### src/rtl/cipher_test_pkg.sv
// rtl/cipher_test_pkg.sv - shared state codes, header layout, debug layout and sizing helper
package cipher_test_pkg;

  typedef enum logic [3:0] {
    ST_IDLE     = 4'd0,
    ST_HDR      = 4'd1,
    ST_LOAD     = 4'd2,
    ST_RST_UUT  = 4'd3,
    ST_WAIT_KEY = 4'd4,
    ST_WAIT_RES = 4'd5,
    ST_CHECK    = 4'd6,
    ST_DONE     = 4'd7
  } state_t;

  localparam int HDR_MODE_BIT = 0;
  localparam int HDR_LAST_BIT = 1;

  // debug = {pass[7:0], fail[7:0], vector_idx[11:0], state[3:0]}
  localparam int DBG_STATE_LSB = 0;
  localparam int DBG_STATE_W   = 4;
  localparam int DBG_IDX_LSB   = 4;
  localparam int DBG_IDX_W     = 12;
  localparam int DBG_FAIL_LSB  = 16;
  localparam int DBG_FAIL_W    = 8;
  localparam int DBG_PASS_LSB  = 24;
  localparam int DBG_PASS_W    = 8;

  function automatic int words_for(input int width, input int word_w);
    return (width + word_w - 1) / word_w;
  endfunction

endpackage

### src/rtl/vec_word_loader.sv
// rtl/vec_word_loader.sv - assembles N stream words (MSW first) into a W-bit field
module vec_word_loader #(
  parameter  int W      = 64,
  parameter  int WORD_W = 32,
  parameter  int N      = 2,
  localparam int CW     = $clog2(N + 1)
) (
  input  logic              clk,
  input  logic              rst,
  input  logic              clear,
  input  logic              load,
  input  logic [WORD_W-1:0] word,
  output logic [W-1:0]      field,
  output logic [CW-1:0]     count
);

  // Shifting in at the LSB end keeps the low W bits, so excess MSBs of the first word fall off.
  always_ff @(posedge clk) begin
    if (rst || clear) begin
      field <= '0;
      count <= '0;
    end else if (load && (count != CW'(N))) begin
      field <= W'({field, word});
      count <= count + CW'(1);
    end
  end

endmodule

### src/rtl/cipher_autotest_ctrl.sv
// rtl/cipher_autotest_ctrl.sv - vector-driven block-cipher UUT test controller
// Optional macro STOP_ON_FAIL_EN: stop at the first failing vector and report its index and block.
module cipher_autotest_ctrl
  import cipher_test_pkg::*;
#(
  parameter int BLOCK_W        = 64,
  parameter int KEY_W          = 80,
  parameter int WORD_W         = 32,
  parameter int RST_CYCLES     = 4,
  parameter int TIMEOUT_CYCLES = 4096,
  parameter int CNT_W          = 16
) (
  input  logic               clk,
  input  logic               rst,
  input  logic               start,
  input  logic [WORD_W-1:0]  word_i,
  input  logic               word_valid_i,
  output logic               word_ready_o,
  output logic               rst_uut,
  output logic [BLOCK_W-1:0] block_i_uut,
  output logic [KEY_W-1:0]   key_uut,
  output logic               encdec_uut,
  input  logic [BLOCK_W-1:0] block_o_uut,
  input  logic               end_key_signal_uut,
  input  logic               end_enc_uut,
  input  logic               end_dec_uut,
  output logic               busy_o,
  output logic               done_o,
  output logic [CNT_W-1:0]   pass_count_o,
  output logic [CNT_W-1:0]   fail_count_o,
  output logic [CNT_W-1:0]   timeout_count_o,
  output logic [15:0]        vector_idx_o,
  output logic [31:0]        debug
`ifdef STOP_ON_FAIL_EN
  ,
  output logic [15:0]        first_fail_idx_o,
  output logic [BLOCK_W-1:0] first_fail_block_o
`endif
);

  localparam int KW  = words_for(KEY_W, WORD_W);
  localparam int BW  = words_for(BLOCK_W, WORD_W);
  localparam int KCW = $clog2(KW + 1);
  localparam int BCW = $clog2(BW + 1);
  localparam int TW  = $clog2(TIMEOUT_CYCLES + 1);
  localparam int RW  = $clog2(RST_CYCLES + 1);

  state_t             state;
  logic               hdr_last;
  logic               is_timeout;
  logic [BLOCK_W-1:0] result;
  logic [BLOCK_W-1:0] exp_block;
  logic [TW-1:0]      wait_cnt;
  logic [RW-1:0]      rst_cnt;
  logic [KCW-1:0]     key_count;
  logic [BCW-1:0]     in_count;
  logic [BCW-1:0]     exp_count;

  logic xfer, hdr_xfer, load_xfer;
  logic key_full, in_full;
  logic key_load, in_load, exp_load, exp_last;
  logic res_event, wait_expired, check_fail;

  assign word_ready_o = (state == ST_HDR) || (state == ST_LOAD);
  assign xfer         = word_valid_i && word_ready_o;
  assign hdr_xfer     = xfer && (state == ST_HDR);
  assign load_xfer    = xfer && (state == ST_LOAD);

  // LOAD words are routed key -> input -> expected by whichever field is still filling.
  assign key_full = (key_count == KCW'(KW));
  assign in_full  = (in_count == BCW'(BW));
  assign key_load = load_xfer && !key_full;
  assign in_load  = load_xfer && key_full && !in_full;
  assign exp_load = load_xfer && key_full && in_full;
  assign exp_last = exp_load && (exp_count == BCW'(BW - 1));

  assign res_event    = encdec_uut ? end_enc_uut : end_dec_uut;
  assign wait_expired = (wait_cnt == TW'(TIMEOUT_CYCLES - 1));
  assign check_fail   = is_timeout || (result != exp_block);

  vec_word_loader #(.W(KEY_W), .WORD_W(WORD_W), .N(KW)) u_key_loader (
    .clk(clk), .rst(rst), .clear(hdr_xfer), .load(key_load), .word(word_i),
    .field(key_uut), .count(key_count)
  );

  vec_word_loader #(.W(BLOCK_W), .WORD_W(WORD_W), .N(BW)) u_in_loader (
    .clk(clk), .rst(rst), .clear(hdr_xfer), .load(in_load), .word(word_i),
    .field(block_i_uut), .count(in_count)
  );

  vec_word_loader #(.W(BLOCK_W), .WORD_W(WORD_W), .N(BW)) u_exp_loader (
    .clk(clk), .rst(rst), .clear(hdr_xfer), .load(exp_load), .word(word_i),
    .field(exp_block), .count(exp_count)
  );

  function automatic logic [CNT_W-1:0] sat_inc(input logic [CNT_W-1:0] v);
    return (&v) ? v : v + CNT_W'(1);
  endfunction

  always_ff @(posedge clk) begin
    if (rst) begin
      state           <= ST_IDLE;
      rst_uut         <= 1'b1;
      encdec_uut      <= 1'b0;
      hdr_last        <= 1'b0;
      is_timeout      <= 1'b0;
      result          <= '0;
      wait_cnt        <= '0;
      rst_cnt         <= '0;
      busy_o          <= 1'b0;
      done_o          <= 1'b0;
      pass_count_o    <= '0;
      fail_count_o    <= '0;
      timeout_count_o <= '0;
      vector_idx_o    <= '0;
`ifdef STOP_ON_FAIL_EN
      first_fail_idx_o   <= '0;
      first_fail_block_o <= '0;
`endif
    end else begin
      case (state)
        ST_IDLE, ST_DONE: begin
          if (start) begin
            state           <= ST_HDR;
            busy_o          <= 1'b1;
            done_o          <= 1'b0;
            rst_uut         <= 1'b0;
            pass_count_o    <= '0;
            fail_count_o    <= '0;
            timeout_count_o <= '0;
            vector_idx_o    <= '0;
`ifdef STOP_ON_FAIL_EN
            first_fail_idx_o   <= '0;
            first_fail_block_o <= '0;
`endif
          end
        end
        ST_HDR: begin
          if (xfer) begin
            encdec_uut <= word_i[HDR_MODE_BIT];
            hdr_last   <= word_i[HDR_LAST_BIT];
            state      <= ST_LOAD;
          end
        end
        ST_LOAD: begin
          if (exp_last) begin
            state   <= ST_RST_UUT;
            rst_uut <= 1'b1;
            rst_cnt <= '0;
          end
        end
        ST_RST_UUT: begin
          if (rst_cnt == RW'(RST_CYCLES - 1)) begin
            state      <= ST_WAIT_KEY;
            rst_uut    <= 1'b0;
            wait_cnt   <= '0;
            is_timeout <= 1'b0;
          end else begin
            rst_cnt <= rst_cnt + RW'(1);
          end
        end
        ST_WAIT_KEY: begin
          if (end_key_signal_uut) begin
            state    <= ST_WAIT_RES;
            wait_cnt <= '0;
          end else if (wait_expired) begin
            state      <= ST_CHECK;
            is_timeout <= 1'b1;
          end else begin
            wait_cnt <= wait_cnt + TW'(1);
          end
        end
        ST_WAIT_RES: begin
          // The event wins over a same-cycle expiry.
          if (res_event) begin
            state  <= ST_CHECK;
            result <= block_o_uut;
          end else if (wait_expired) begin
            state      <= ST_CHECK;
            is_timeout <= 1'b1;
          end else begin
            wait_cnt <= wait_cnt + TW'(1);
          end
        end
        ST_CHECK: begin
          if (check_fail) fail_count_o <= sat_inc(fail_count_o);
          else            pass_count_o <= sat_inc(pass_count_o);
          if (is_timeout) timeout_count_o <= sat_inc(timeout_count_o);
          vector_idx_o <= vector_idx_o + 16'd1;
`ifdef STOP_ON_FAIL_EN
          if (check_fail) begin
            first_fail_idx_o   <= vector_idx_o;
            first_fail_block_o <= result;
          end
          if (hdr_last || check_fail) begin
`else
          if (hdr_last) begin
`endif
            state   <= ST_DONE;
            busy_o  <= 1'b0;
            done_o  <= 1'b1;
            rst_uut <= 1'b1;
          end else begin
            state <= ST_HDR;
          end
        end
        default: state <= ST_IDLE;
      endcase
    end
  end

  always_comb begin
    debug = '0;
    debug[DBG_STATE_LSB +: DBG_STATE_W] = state;
    debug[DBG_IDX_LSB +: DBG_IDX_W]     = vector_idx_o[DBG_IDX_W-1:0];
    debug[DBG_FAIL_LSB +: DBG_FAIL_W]   = fail_count_o[DBG_FAIL_W-1:0];
    debug[DBG_PASS_LSB +: DBG_PASS_W]   = pass_count_o[DBG_PASS_W-1:0];
  end

endmodule

### config.mk
export PLATFORM = sky130hd
export DESIGN_NAME = cipher_autotest_ctrl
export DESIGN_NICKNAME = d
export VERILOG_FILES = /design/src/rtl/cipher_test_pkg.sv /design/src/rtl/vec_word_loader.sv /design/src/rtl/cipher_autotest_ctrl.sv
export SDC_FILE = /design/constraint.sdc
export NUM_CORES = 1
export LEC_CHECK = 0
export ABC_AREA = 1
export CORE_MARGIN = 4
export CORE_UTILIZATION = 45
export DETAILED_ROUTE_END_ITERATION = 16
export PLACE_DENSITY = 0.75
export SYNTH_ARGS = -nofsm -noshare
export SYNTH_HDL_FRONTEND = slang
export SYNTH_SLANG_ARGS = --single-unit
### constraint.sdc
create_clock -name clk -period 1.9 [get_ports clk]
set_clock_uncertainty 0.1 [all_clocks]
set_input_delay 0.285 -clock clk [delete_from_list [all_inputs] [get_ports clk]]
set_output_delay 0.285 -clock clk [all_outputs]
set_load 0.01 [all_outputs]
==> impl_metrics.toml, run 1 <==
[critical_path]
timing.critical_path.buf_inv = 1
critPathTopFamily = "simple AND/OR/NAND/NOR gates"
worstPathCellList = "xnor2_1 -> nand3_1 -> nor2_2 -> nand2_1 -> nor2_4 -> nand3_4 -> nand3_4 -> buf_6 -> nand3_2 -> a21oi_2"
critPathLaunchType = "flop"
worstPathArrival_ns = 2.51
path_common_cell = "nand3_4"
crit_fanout = 5
cp.required_ns = 2.27
cp_slowest_cell = "dfxtp_1"
end_kind = "flop"
crit_type = "reg -> reg"
slowest_delay_ns = 0.33

[route]
vias_per_cell = 5.589
wirelength_mm = 62.87
wire_per_inst_microns = 19.61
drt_pass1_iterations = 6
drt_iter0_drc = 1396
drc_errors = 0
vias = 17920
ant_nets = 0

[final_layout]
drive_above_1_share_pct = 24.66
area_growth_pct = 52.69
fin_nets = 2831
layoutNonFillerInstCount = 3206
fin_area_sq_um = 24850
final_cell_mix = "nand2_1 (463), dfxtp_1 (301), a21oi_1 (225)"
final_util_pct = 69.70
antenna_cells = 0
layout_commonest_cell = "nand2_1"

[synth]
avgSynthCellArea_sq_um = 7.253
synth_top_area_share_pct = 45.26
syn_inst = 2244
yosysWarnings = 0
seq_area_frac_synth_pct = 45.26
synth.distinct_cells = 47
syn-cell-area_sq_um = 16280
ys_ff_latch = 368
synth.area.top_cells = "dfxtp_1 (45%), nand2_1 (12%), a21oi_1 (7.3%), nor2_1 (6.1%), inv_1 (4.5%)"
synth_area_leader_cell = "dfxtp_1"
synth_fp_nets = 2358

[clock_network]
cts_hold_buf = 0
cts_sinks = 368
clock_latency_ns = 0.56
cts_tree = "done"
cts_root_buffer = "clkbuf_16"
clockBufferDepth = 3
h-tree-depth = 2
cts_buffers = 41
cts.reportedPaths.clkPinSlew_ns = 0.07

[pwr]
p_total_mw = 18.77
power.density_nw_per_um2 = 755.4
peakVddDrop_uv = 862.7
p_leak_nw = 10.41

[grt]
grtUsageTotal_pct = 28.01
grt_pass1_vias = 16850
overflow = 0
grt_max_degree = 83
grt_pass1_wl_mm = 89.26
antenna_found_initial = 1

[sta]
post-route-min-period_ns = 2.137
rsz0062_at_grt = "true"
finalCritPeriodShare_pct = 112.5
finalMaxSlewViolations = 0
finalSetupViolCount = 176
hold_viol = 0
fin_setup_tns_ns = -12.56
max_freq_mhz = 468.0
worst_slack_ns = -0.2368

[placed_design]
dp_cells = 3056
place_congestion = 0.8740
io_buffers = 347
dpl.hpwl_mm = 38.44
placed_cell_area_sq_um = 21050

[run_status]
violations = "negative setup slack"
status = "finished, violations left"

[floorplanning]
die_w_microns = 198.2
die_area_sq_um = 39280
start_util_pct = 45.65
ios = 348
row_count = 69
design.core.area_sq_um = 35660
dieHeight_microns = 198.2

[flow_run]
drv_cap = 0

[hold_path]
hold_class = "in -> reg"
==> cell usage after synthesis (all sizes together) <==
master,n
o31ai,2
buf,82
nand4,114
ha,11
dfxtp,368
clkinv,1
or2,12
o21a,2
o211ai,5
a21oi,239
a31oi,2
xor2,10
nand3,65
a2bb2oi,1
nor2,285
nand2,521
a221oi,3
o221ai,3
clkbuf,74
nand3b,2
inv,214
conb,1
o21ai,109
or3,1
a211oi,69
nor4,6
nor3,29
a311oi,1
xnor2,10
nor3b,1
a22oi,1
==> worst min-delay path, delay by kind of cell <==
family	cells	cell delay, ns
compound gates	1	0.05
simple gates	3	0.27
buf+inv	1	0.16
==> layer usage <==
layer | global-route usage, % | vias up | part of all wire (%)
met5 | 0 | - | 0.024
met4 | 9.691 | 2 | 3.2
met3 | 7.589 | 152 | 10
met2 | 47.58 | 916 | 49
met1 | 34.38 | 8526 | 38
li1 | - | 8322 | -
==> kinds of logic after synthesis <==
kind of cell             Yosys count  synth area share (%)
AO/OA/AOI/OAI                    437                 14.92
XOR/XNOR                          20                 1.076
adder cells (fa/ha/maj)           11                0.8456
buffers and inverters            371                 9.840
flip-flops                       368                 45.26
other                              1               0.02304
AND/OR/NAND/NOR                 1036                 28.03
==> timing repair <==
| item | in CTS | in global routing |
|---|---|---|
| resized for setup | 300 | 261 |
| setup buffers | 18 | 33 |
| pin swaps | 34 | 94 |
| cloned | 14 | 17 |
| endpoints found under the setup margin | 293 | 377 |
==> report_power, final <==
group / internal [mW] / switching [mW] / leakage (nW)
registers: 7.85 / 0.127 / 3.00
logic: 1.03 / 1.45 / 6.71
clock network: 4.98 / 3.33 / 0.694
total: 13.9 / 4.91 / 10.4
==> path summary, 6_finish.rpt <==
check / from / to / slack (ns) / cells after the start
max: u_exp_loader.field[22] / fail_count_o[7] / -0.24 / 10
min: word_valid_i / u_in_loader.count[1] / 0.17 / 5
max reg2reg: u_exp_loader.field[22] / fail_count_o[7] / -0.24 / 10
min reg2reg: u_key_loader.field[74] / u_key_loader.field[74] / 0.36 / 2
==> per-stage QoR <==
step / hold slack [ns] / setup WS, ns
floorplan: 0.3199 / 0.002085
global placement: 0.3460 / -0.3224
detailed placement: 0.3529 / -0.3306
CTS: 0.1668 / -0.09546
global route: 0.1956 / -0.2452
finish: 0.1738 / -0.2368
==> final cells by class <==
cell class / instances / area, sq um
fill: 2666 / 10800
clock inverter: 12 / 166.4
timing repair buffer: 581 / 6122
clock buffer: 59 / 1246
tap: 461 / 576.8
inverter: 215 / 834.6
multi-input combinational: 1510 / 8432
sequential: 368 / 7473
==> state kept, by name (all words and copies together) (netlist names), 16 cells and up <==
name                flops
u_exp_loader.field     64
u_key_loader.field     80
fail_count_o           16
result                 64
vector_idx_o           16
u_in_loader.field      64
pass_count_o           16
timeout_count_o        16
Note: power is estimated with default switching activity, not from simulation.
==> run 2, diff against run 1 <==
GPL_TIMING_DRIVEN = 0   (was default)
REMOVE_ABC_BUFFERS = 1   (was default)
==> impl_metrics.toml, run 2 (synthesis results as in run 1) <==
[route]
drt_iter0_drc = 1581
ant_nets = 0
wirelength_mm = 70.65
vias = 18290
drc_errors = 0
drt_pass1_iterations = 5
wire_per_inst_microns = 22.23
vias_per_cell = 5.754

[sta]
tightest_slew_ns = 1.130
finalSetupViolCount = 274
holdWs_ns = 0.2003
worst_slack_ns = -0.2632
finalCritPeriodShare_pct = 113.9
hold_viol = 0
rsz0062_at_grt = "true"
fin_setup_tns_ns = -27.01
post-route-min-period_ns = 2.163
finalMaxSlewViolations = 0
max_freq_mhz = 462.3
slew_headroom_pct = 24.70

[critical_path]
r2r_end = "state[1]"
cp_slowest_cell = "dfxtp_4"
critPathLaunchType = "flop"
worstPathArrival_ns = 1.78
worstPathCellList = "inv_4 -> buf_12 -> nor2_4 -> nand2_1 -> inv_2 -> nor2_4 -> inv_2 -> buf_6"
regToRegSetupSlack_ns = -0.23
slowest_delay_ns = 0.38
cp.required_ns = 1.51
crit_fanout = 4
end_kind = "output pin"
timing.critical_path.buf_inv = 5
r2r-start = "state[0]"
crit_type = "reg -> out"
critPathTopFamily = "buffers and inverters"
reg2reg_depth = 11

[pwr]
p_sw_mw = 5.106
power.density_nw_per_um2 = 722.3
peakVddDrop_uv = 823.5
p_comb_share_pct = 14.2
sw_frac_of_total_pct = 27.26
p_total_mw = 18.73
p_int_mw = 13.63
power_frac_seq_pct = 42.8
p_leak_nw = 10.98
power.share.clock_pct = 43.0

[placed_design]
io_buffers = 347
placed_cell_area_sq_um = 19830
dp_cells = 2907
place_congestion = 0.8888
post-place-ws_ns = -1.721
dpl.hpwl_mm = 33.29

[hold_path]
whs_endpoint = "result[51]"
hold_class = "in -> reg"
holdPathStages = 3
hold_path.startpoint = "block_o_uut[51]"

[clock_network]
h-tree-depth = 2
cts.reportedPaths.clkPinSlew_ns = 0.06
clock_latency_ns = 0.57
cts_tree = "done"
cts_buffers = 42
clockBufferDepth = 3
cts_sinks = 368
cts_root_buffer = "clkbuf_16"
cts_hold_buf = 0

[grt]
grt_pass1_wl_mm = 93.55
overflow = 0
globalRoute.busiestLayer = "met2"
antenna_found_initial = 4
use_met1_pct = 37.18
globalRouteMet3Util_pct = 8.882
grt_pass1_vias = 16590
met2_usage_pct = 50.91
grt_max_degree = 88
grtUsageTotal_pct = 29.99

[floorplanning]
die_w_microns = 198.2
ios = 348
design.core.area_sq_um = 35660
row_count = 69
die_area_sq_um = 39280
dieHeight_microns = 198.2
start_util_pct = 45.65

[final_layout]
drive_above_1_share_pct = 26.81
largest_reg_flops = 80
regMostFlops = "u_key_loader.field"
final_cell_mix = "nand2_1 (411), dfxtp_1 (311), nor2_1 (194)"
layoutNonFillerInstCount = 3178
fin_area_sq_um = 25940
final_util_pct = 72.74
fin_nets = 2796
area_growth_pct = 59.36
layout_commonest_cell = "nand2_1"

[run_status]
status = "finished, violations left"
violations = "negative setup slack"

[flow_run]
drv_cap = 0
==> run 2: changes by cell type in the layout (fill, tap and decap cells not counted), sizes merged, moves of 2 or more <==
| cell | before | now |
|---|---|---|
| buf | 223 | 162 |
| bufbuf | 0 | 2 |
| clkdlybuf4s50 | 205 | 180 |
| clkinv | 7 | 14 |
| diode | 0 | 2 |
| dlygate4sd2 | 94 | 91 |
| dlymetal6s2s | 46 | 73 |
| inv | 215 | 231 |
| nand2 | 524 | 527 |
| nor2 | 285 | 289 |
==> run 2: worst max-delay path by stage <==
stage	startpoint	end	slack, ns	cells after the start
final	state[0]	word_ready_o	-0.26	8
after global routing	result[18]	fail_count_o[2]	-0.36	14
after CTS	state[2]	state[2]	-0.20	11
after detailed placement	rst	u_exp_loader.field[5]	-1.72	6
after global placement	rst	u_exp_loader.field[1]	-10.0	4
after floorplan	state[1]	u_in_loader.count[0]	-4.14	7
==> run 2: worst reg2reg max path, delay by kind of cell, from the launching register on <==
kind / cells / cell delay (ns)
AO/OA/AOI/OAI: 3 / 0.55
buffers and inverters: 3 / 0.35
flip-flops: 1 / 0.37
AND/OR/NAND/NOR: 5 / 0.65
==> run 2: routing by layer <==
| metal | vias to the layer above | wire, microns |
|---|---|---|
| met5 | - | 41 |
| met4 | 6 | 2727 |
| met3 | 204 | 7176 |
| met2 | 1091 | 33940 |
| met1 | 8714 | 26770 |
| li1 | 8271 | - |
==> run 2: area by class of cell <==
| cell class | instances | area (sq um) |
|---|---|---|
| Clock inverter | 16 | 156.4 |
| Fill cell | 2515 | 9719 |
| Antenna cell | 2 | 5.005 |
| Timing Repair inverter | 17 | 324.1 |
| Multi-Input combinational cell | 1517 | 9225 |
| Clock buffer | 61 | 1192 |
| Timing Repair Buffer | 521 | 6098 |
| Inverter | 215 | 899.6 |
| Sequential cell | 368 | 7458 |
| Tap cell | 461 | 576.8 |
==> run 2: power groups by stage <==
stage	sequential, mW	combinational, mW	clock, mW
after global routing	8.03	2.79	8.41
after detailed placement	8.17	1.72	0
final	8.02	2.66	8.05
after CTS	8.00	2.11	8.09
after global placement	8.16	1.65	0
after floorplan	8.19	0.786	0
==> run 2: repair_timing <==
action | in CTS | in global routing
pin swaps | 45 | 76
setup buffers | 78 | 65
resized for setup | 419 | 430
gates cloned | 38 | 22
endpoints found under the setup margin | 475 | 419
==> run 3, diff against run 2 <==
CTS_CLUSTER_DIAMETER = 60   (was default)
==> impl_metrics.toml, run 3 (synthesis results as in run 1) <==
[clock_network]
clock_latency_ns = 0.56
cts_hold_buf = 0
h-tree-depth = 2
cts_buffers = 42
cts_tree = "done"
cts_sinks = 368
clockBufferDepth = 3
cts.reportedPaths.clkPinSlew_ns = 0.06
cts_root_buffer = "clkbuf_16"

[hold_path]
holdPathStages = 3
whs_endpoint = "result[46]"
hold_path.startpoint = "block_o_uut[46]"
hold_class = "in -> reg"

[sta]
finalCritPeriodShare_pct = 110.6
max_freq_mhz = 475.7
tightest_slew_ns = 1.157
finalMaxSlewViolations = 0
slew_headroom_pct = 22.85
rsz0062_at_grt = "true"
worst_slack_ns = -0.2021
hold_viol = 0
post-route-min-period_ns = 2.102
finalSetupViolCount = 197

[floorplanning]
dieHeight_microns = 198.2
row_count = 69
die_area_sq_um = 39280
design.core.area_sq_um = 35660
ios = 348
start_util_pct = 45.65
die_w_microns = 198.2

[pwr]
sw_frac_of_total_pct = 26.75
p_total_mw = 18.89
p_comb_share_pct = 14.4
peakVddDrop_uv = 765.0
p_sw_mw = 5.054
p_int_mw = 13.84
power.density_nw_per_um2 = 730.0
p_leak_nw = 10.83
power_frac_seq_pct = 42.4
power.share.clock_pct = 43.2

[route]
wire_per_inst_microns = 22.16
drt_pass1_iterations = 8
ant_nets = 0
drc_errors = 0
vias = 18230
vias_per_cell = 5.732
wirelength_mm = 70.46
drt_iter0_drc = 1516

[critical_path]
worstPathArrival_ns = 2.44
reg2reg_depth = 11
crit_fanout = 87
end_kind = "flop"
regToRegSetupSlack_ns = -0.19
r2r-start = "state[1]"
crit_type = "in -> reg"
critPathLaunchType = "input pin"
cp.required_ns = 2.24
r2r_end = "state[0]"

[grt]
grt_pass1_wl_mm = 91.61
grtUsageTotal_pct = 29.27
grt_max_degree = 88
grt_pass1_vias = 16400
overflow = 0
antenna_found_initial = 4

[placed_design]
io_buffers = 347
dpl.hpwl_mm = 33.29
placed_cell_area_sq_um = 19830
place_congestion = 0.8888

[final_layout]
final_util_pct = 72.58
final_cell_mix = "nand2_1 (427), dfxtp_1 (305), clkdlybuf4s50_1 (201)"
seq_area_sq_um = 7466
fin_nets = 2800
largest_reg_flops = 80
nFillCells = 2527
regMostFlops = "u_key_loader.field"
multiInputGateArea_sq_um = 9145
drive_above_1_share_pct = 26.23
area_growth_pct = 58.99
layout_commonest_cell = "nand2_1"
fin_area_sq_um = 25880

[run_status]
status = "finished, violations left"
violations = "negative setup slack"

[flow_run]
drv_cap = 0
run 3: worst max-delay path, stage by stage:
cell	delay [ns]
buf_4	0.83
nand4_1	0.23
buf_6	0.19
o21ai_4	0.17
o21ai_2	0.11
nor2_2	0.16
nand2_2	0.11
o21ai_0	0.19
a21oi_1	0.07
run 3: layer usage:
layer  part of all wire, %  vias to the layer above  routed length (microns)  global-route usage (%)
met3                    11                      221                     7587                   8.184
li1                      -                     8263                        -                       -
met2                    46                     1053                    32670                   49.32
met1                    38                     8683                    26700                   36.85
met5                 0.095                        -                       67                       0
met4                   4.9                        8                     3430                   8.314
run 3: cell type report:
type | instances | area share [%]
clock inverter | 14 | 0.6044
timing repair inverter | 14 | 1.040
clock buffer | 62 | 4.666
inverter | 215 | 3.534
timing repair buffer | 528 | 23.73
multi-input combinational | 1517 | 35.34
antenna | 1 | 0.009670
tap | 461 | 2.229
sequential | 368 | 28.85
run 3: how the worst max path moves through the flow:
stage                      startpoint                     to  slack [ns]  cells past startpoint
6_report                 word_valid_i               state[0]       -0.20                      9
5_1_grt            timeout_count_o[2]    timeout_count_o[12]       -0.38                      7
4_1_cts        u_exp_loader.field[21]        fail_count_o[6]       -0.16                     14
3_5_place_dp                      rst  u_exp_loader.field[5]       -1.72                      6
3_3_place_gp                      rst  u_exp_loader.field[1]       -10.0                      4
2_1_floorplan                state[1]   u_in_loader.count[0]       -4.14                      7
run 3: timing repair:
action                     CTS  global route
hold endpoints to repair     0             0
buffers inserted            82            70
pin swaps                   53            86
resized for setup          368           448
cloned                      35            24
setup endpoints to repair  470           355
run 3: metrics by stage:
step                setup slack, ns  cells  hold WS, ns  TNS [ns]
finish                      -0.2021   3180       0.2056    -17.10
detailed placement           -1.721   2907       0.3513   -447.42
global placement             -9.995   2896       0.3372  -2427.88
global route                -0.3845   3179       0.2208    -34.89
floorplan                    -4.140   2088       0.2541   -888.64
CTS                         -0.1603   3099       0.1880    -9.885
run 3: power groups by stage:
stage / Sequential (mW) / Clock (mW) / Combinational, mW
CTS: 8.00 / 8.21 / 2.22
global placement: 8.16 / 0 / 1.65
detailed placement: 8.17 / 0 / 1.72
finish: 8.01 / 8.15 / 2.72
floorplan: 8.19 / 0 / 0.786
global route: 8.03 / 8.55 / 2.87
